<file path="config.mk">
export PLATFORM = sky130hd
export DESIGN_NAME = apb_master
export DESIGN_NICKNAME = d
export VERILOG_FILES = /design/src/rtl/apb_master_pkg.sv /design/src/rtl/apb_timeout_counter.sv /design/src/rtl/apb_master.sv
export SDC_FILE = /design/constraint.sdc
export NUM_CORES = 1
export LEC_CHECK = 0
export ABC_AREA = 1
export CORE_ASPECT_RATIO = 1.1
export CORE_MARGIN = 2
export CORE_UTILIZATION = 37
export CTS_CLUSTER_SIZE = 14
export DETAILED_ROUTE_END_ITERATION = 10
export PLACE_DENSITY = 0.87
export SLEW_MARGIN = 10
export SYNTH_ARGS = -nofsm -noshare
export SYNTH_HDL_FRONTEND = slang
export SYNTH_HIERARCHICAL = 1
export SYNTH_SLANG_ARGS = --single-unit
</file>
<file path="constraint.sdc">
create_clock -name PCLK -period 1.3 [get_ports PCLK]
set_input_delay 0.195 -clock PCLK [delete_from_list [all_inputs] [get_ports PCLK]]
set_output_delay 0.195 -clock PCLK [all_outputs]
set_load 0.01 [all_outputs]
</file>
<file path="src/rtl/apb_master_pkg.sv">
// Shared types and constants for the APB requester block.
package apb_master_pkg;

    // APB address and data bus width.
    localparam int APB_DW = 32;

    // Width of the ACCESS-phase timeout counter.
    localparam int TMO_W = 16;

    // Requester FSM states.
    typedef enum logic [1:0] {
        IDLE   = 2'd0,
        SETUP  = 2'd1,
        ACCESS = 2'd2
    } apb_state_t;

endpackage

</file>
<file path="src/rtl/apb_timeout_counter.sv">
// ACCESS-phase wait counter. Cleared on entry to ACCESS, counts cycles in
// which the completer holds PREADY low, and flags the increment that takes
// the count up to LIMIT so the requester can abort on that same edge.
module apb_timeout_counter
    import apb_master_pkg::*;
#(
    parameter int unsigned LIMIT = 16
)
(
    input  logic clk,
    input  logic srst,
    input  logic clear,
    input  logic inc,
    output logic limit_hit
);

    logic [TMO_W-1:0] count_reg;

    // Counter: reset and clear dominate, otherwise count stalled ACCESS cycles.
    always_ff @(posedge clk) begin
        if (srst) begin
            count_reg <= '0;
        end else if (clear) begin
            count_reg <= '0;
        end else if (inc) begin
            count_reg <= count_reg + 1'b1;
        end
    end

    // This stalled cycle is the LIMIT-th one: the count reaches LIMIT now.
    assign limit_hit = inc && (count_reg == TMO_W'(LIMIT - 1));

endmodule

</file>
<file path="src/rtl/apb_master.sv">
// APB requester: turns a valid/ready command into an APB SETUP/ACCESS
// transfer and returns a one-cycle response pulse.
// Optional feature: define APB_TIMEOUT_EN to abort ACCESS after
// TIMEOUT_CYCLES stalled cycles (RSP_ERROR=1, RSP_RDATA=0).
module apb_master
    import apb_master_pkg::*;
#(
    parameter int unsigned TIMEOUT_CYCLES = 16
)
(
    input  logic              PCLK,
    input  logic              PRESET,
    input  logic              CMD_VALID,
    output logic              CMD_READY,
    input  logic              CMD_WRITE,
    input  logic [APB_DW-1:0] CMD_ADDR,
    input  logic [APB_DW-1:0] CMD_WDATA,
    output logic              RSP_VALID,
    output logic [APB_DW-1:0] RSP_RDATA,
    output logic              RSP_ERROR,
    output logic              PSELx,
    output logic              PENABLE,
    output logic              PWRITE,
    output logic [APB_DW-1:0] PADDR,
    output logic [APB_DW-1:0] PWDATA,
    input  logic [APB_DW-1:0] PRDATA,
    input  logic              PREADY,
    input  logic              PSLVERR
);

    // Reject out-of-range timeout limits at elaboration.
    if (TIMEOUT_CYCLES < 1 || TIMEOUT_CYCLES > 65535) begin : g_bad_timeout
        $error("apb_master: TIMEOUT_CYCLES must be within 1..65535");
    end

    apb_state_t        state_reg;
    logic              ready_reg;
    logic              psel_reg;
    logic              penable_reg;
    logic              pwrite_reg;
    logic [APB_DW-1:0] paddr_reg;
    logic [APB_DW-1:0] pwdata_reg;
    logic              rsp_valid_reg;
    logic [APB_DW-1:0] rsp_rdata_reg;
    logic              rsp_error_reg;
    logic              accept;
    logic              tmo_hit;

    // ready_reg is low for the first cycle after reset; the PRESET gate keeps
    // the handshake closed during the reset cycle itself.
    assign CMD_READY = ready_reg & ~PRESET;
    assign accept    = CMD_VALID & CMD_READY;

`ifdef APB_TIMEOUT_EN
    logic tmo_clear;
    logic tmo_inc;

    assign tmo_clear = (state_reg == SETUP);
    assign tmo_inc   = (state_reg == ACCESS) && !PREADY;

    apb_timeout_counter #(
        .LIMIT (TIMEOUT_CYCLES)
    ) u_timeout (
        .clk       (PCLK),
        .srst      (PRESET),
        .clear     (tmo_clear),
        .inc       (tmo_inc),
        .limit_hit (tmo_hit)
    );
`else
    assign tmo_hit = 1'b0;
`endif

    // Requester FSM with all outputs registered.
    always_ff @(posedge PCLK) begin
        if (PRESET) begin
            state_reg     <= IDLE;
            ready_reg     <= 1'b0;
            psel_reg      <= 1'b0;
            penable_reg   <= 1'b0;
            pwrite_reg    <= 1'b0;
            paddr_reg     <= '0;
            pwdata_reg    <= '0;
            rsp_valid_reg <= 1'b0;
            rsp_rdata_reg <= '0;
            rsp_error_reg <= 1'b0;
        end else begin
            rsp_valid_reg <= 1'b0;
            case (state_reg)
                IDLE: begin
                    ready_reg <= 1'b1;
                    if (accept) begin
                        ready_reg   <= 1'b0;
                        psel_reg    <= 1'b1;
                        penable_reg <= 1'b0;
                        pwrite_reg  <= CMD_WRITE;
                        paddr_reg   <= CMD_ADDR;
                        pwdata_reg  <= CMD_WDATA;
                        state_reg   <= SETUP;
                    end
                end
                SETUP: begin
                    penable_reg <= 1'b1;
                    state_reg   <= ACCESS;
                end
                ACCESS: begin
                    // A completion in the limit cycle wins over the timeout.
                    if (PREADY) begin
                        psel_reg      <= 1'b0;
                        penable_reg   <= 1'b0;
                        rsp_valid_reg <= 1'b1;
                        rsp_error_reg <= PSLVERR;
                        rsp_rdata_reg <= pwrite_reg ? '0 : PRDATA;
                        ready_reg     <= 1'b1;
                        state_reg     <= IDLE;
                    end else if (tmo_hit) begin
                        psel_reg      <= 1'b0;
                        penable_reg   <= 1'b0;
                        rsp_valid_reg <= 1'b1;
                        rsp_error_reg <= 1'b1;
                        rsp_rdata_reg <= '0;
                        ready_reg     <= 1'b1;
                        state_reg     <= IDLE;
                    end
                end
                default: begin
                    state_reg   <= IDLE;
                    psel_reg    <= 1'b0;
                    penable_reg <= 1'b0;
                    ready_reg   <= 1'b0;
                end
            endcase
        end
    end

    assign PSELx     = psel_reg;
    assign PENABLE   = penable_reg;
    assign PWRITE    = pwrite_reg;
    assign PADDR     = paddr_reg;
    assign PWDATA    = pwdata_reg;
    assign RSP_VALID = rsp_valid_reg;
    assign RSP_RDATA = rsp_rdata_reg;
    assign RSP_ERROR = rsp_error_reg;

endmodule

</file>
==> impl_summary.md <==
Outcome
The flow ran to the end, and the final reports show no timing, DRC or antenna violations.

Global routing
The wire length of the first global-routing pass is 19.85 mm. For this run, the total global-route usage over all layers was measured as 0.2014. Entering global routing, the biggest net connects 52 pins. Global routing finished with a remaining overflow of 0. The number of antenna violations at the first check in global routing is 0. The number of global-route vias before repair came to 4095.

STA
The number of hold violations in the final report is 0. The worst hold slack is 0.2612 ns. The worst pin sits at a relative slew slack of 0.7533.

The number of max-slew violations in the final report came to 0. The number of setup violations in the final report is 0. Across the routed clock network, the largest skew measured is 0.007359 ns.

Derived from the worst setup path, the maximum achievable clock frequency is 816.4 MHz. The final period utilization is 0.9423. For the pin with the worst max-slew slack, the measured transition is 0.3700 ns. The smallest clock period supported by the final layout is computed as 1.225 ns. Setup repair after global routing left no endpoint under its margin.

Route
Before antenna repair, the detailed router went through 4 iterations. The routed design has 12.80 mm of wire. The number of vias per cell is 4.755. The routed design uses 1.185 mm of met3 wire. For this run, design rule violations remaining after detail routing come to 0.

The starting DRC count in detailed routing is 224. Once detail routing completed, the nets flagged for antenna violations numbered 0. The average routed wire per standard cell is 13.57 µm. The overall via count from detail_route is 4484. For this block, wires on met1 add up to 5.460 mm. The routed design uses 5.975 mm of met2 wire. The highest metal layer carrying signal wires in the routed design is met4.

Floorplan
The initial cell density of the core is 0.3825. The area of the core region is 0.01101 mm². The top-level I/O count is 204.

The die outline height is 115.9 µm. The die outline width is 105.7 µm. The area of the die is 0.01225 mm². The total number of placement rows is 40.

Clock network
CTS built an H-tree with a depth of 3. For the worst-skew pair, the clock arrives at the later sink with an insertion delay of 0.34 ns. The number of clock buffers inserted by TritonCTS is 9. TritonCTS built the clock tree. The cell sitting at the root of the clock tree is a clkbuf_16. The number of buffers between clock root and the deepest sink is 2. The clock-pin slew reported for the worst setup and hold paths after clock tree synthesis is 0.06 ns.

Hold repair after CTS inserted 0 buffers. For this design, the sink count on the clock tree is 103.

Run
The count of max-cap constraint violations is 0.

Critical path
The category of the most critical setup path is reg2reg. The critical path capture point type is a flip-flop. Traced cell by cell, the critical path runs through inv_1 > nor2_4 > buf_6 > buf_12 > nand4_1 > nand2_1 > nor2_1.

The critical path data arrival time is 1.45 ns. The maximum net fanout on the critical path is 16. The category of the worst setup path launch point is a flip-flop.

The slowest stage cell on the critical path is dfxtp_2. STA puts the critical path data required time at 1.53 ns. The slack of the worst reg-to-reg path is 0.08 ns. The largest stage delay on the critical path is 0.35 ns.

Synth
Dividing the synthesized area by the synthesized cell count gives 7.066 µm². The gate count after technology mapping is 596. For this run, the register share of the synthesized area comes to 0.4896. Summing every instance area after synthesis gives 0.004212 mm². The synthesized netlist contains 14 unique library cells. Counting flops and latches in the post-synthesis netlist gives 103. Yosys printed 6 warnings. The post-synth net total is 698.

Power and ir drop
After layout, the design draws a total of 7.301 mW. The total leakage power is 3.434 nW. Dividing total power by cell area gives a power density of 1081 mW/mm². The worst-case IR drop observed on VDD is 0.6085 mV.

Finish
The layout overhead on the synthesized area is 60.34%. The fill cell total of the finished layout is 1052. The area of all placed cells without fillers is 0.006753 mm².

The area occupied by registers is 0.002064 mm². The multi-input logic area is 0.001694 mm². The fraction of final layout cells with drive strength greater than 1 is 0.06784. 0 antenna diodes ended up in the layout.

In the layout the commonest cells are nor2_1, dfxtp_1, dlygate4sd2_1. The most common cell after layout, fill and taps aside is nor2_1. The total number of nets in the final design is 894.

Placed design
The placer congestion estimate is 0.7826. The placed wire-length estimate is 8.806 mm. The placed instances occupy a cell area of 0.006526 mm². The quantity of I/O buffers inserted on ports is 203.

Worst hold path
The type of the tightest min-delay check is in2reg.
==> routing by layer <==
metal | global-route usage | up-vias
met3 | 0.07930 | 12
met5 | 0 | -
met4 | 0.06404 | 0
li1 | - | 2285
met1 | 0.2397 | 2006
met2 | 0.3363 | 181
==> area by class of cell <==
cell class	count	area share
Clock buffer	10	0.03539
Tap cell	147	0.02724
Inverter	71	0.03947
Timing Repair Buffer	232	0.3376
Multi-Input combinational cell	375	0.2509
Clock inverter	5	0.003706
Sequential cell	103	0.3057
==> Yosys cell counts (all sizes together) <==
master	instances	share of area
nor2	135	0.12
dfxtp	103	0.49
nand2	100	0.089
inv	71	0.063
nand4	67	0.10
nand3	38	0.045
o21ai	33	0.039
buf	26	0.031
clkbuf	21	0.019
a21oi	2	0.0024
==> where the power goes <==
part | switching, mW | leakage (nW) | internal, mW
clock network | 1.13 | 0.138 | 1.32
registers | 0.0827 | 0.838 | 3.32
logic | 0.716 | 2.46 | 0.724
==> final timing paths <==
path,from,endpoint,depth (start not counted)
min,CMD_VALID,ready_reg$_SDFFE_PP0P_,4
max reg2reg,ready_reg$_SDFFE_PP0P_,PWDATA[5]$_SDFFE_PP0P_,7
max,ready_reg$_SDFFE_PP0P_,PWDATA[5]$_SDFFE_PP0P_,7
min reg2reg,PSELx$_SDFFE_PP0P_,PSELx$_SDFFE_PP0P_,2
==> worst max-delay path, delay by kind of cell, from the launching register on <==
kind                   cells  cell delay, ns
DFF                        1            0.35
and+or+nand+nor            4            0.35
buffers and inverters      3            0.41
==> stage by stage <==
step	cells	util	TNS (ns)	worst slack, ns
after CTS	937	0.6056	0	0.0007615
after detailed placement	922	0.5927	-23.71	-0.3119
after global routing	943	0.6133	0	0.007669
final	943	0.6133	0	0.07507
after global placement	922	0.5927	-20.21	-0.2736
after floorplan	596	-	0	0.01460
==> cells by family after synthesis <==
family,Yosys count,synth area share
simple gates,340,0.3553
buf+inv,118,0.1135
compound gates,35,0.04159
flops,103,0.4896
==> timing repair <==
item,4_1_cts,5_1_grt
buffers inserted,0,4
setup endpoints to repair,103,62
cloned,0,2
gates resized for setup,106,4
pin swaps,0,1
(Power assumes the default switching activity.)
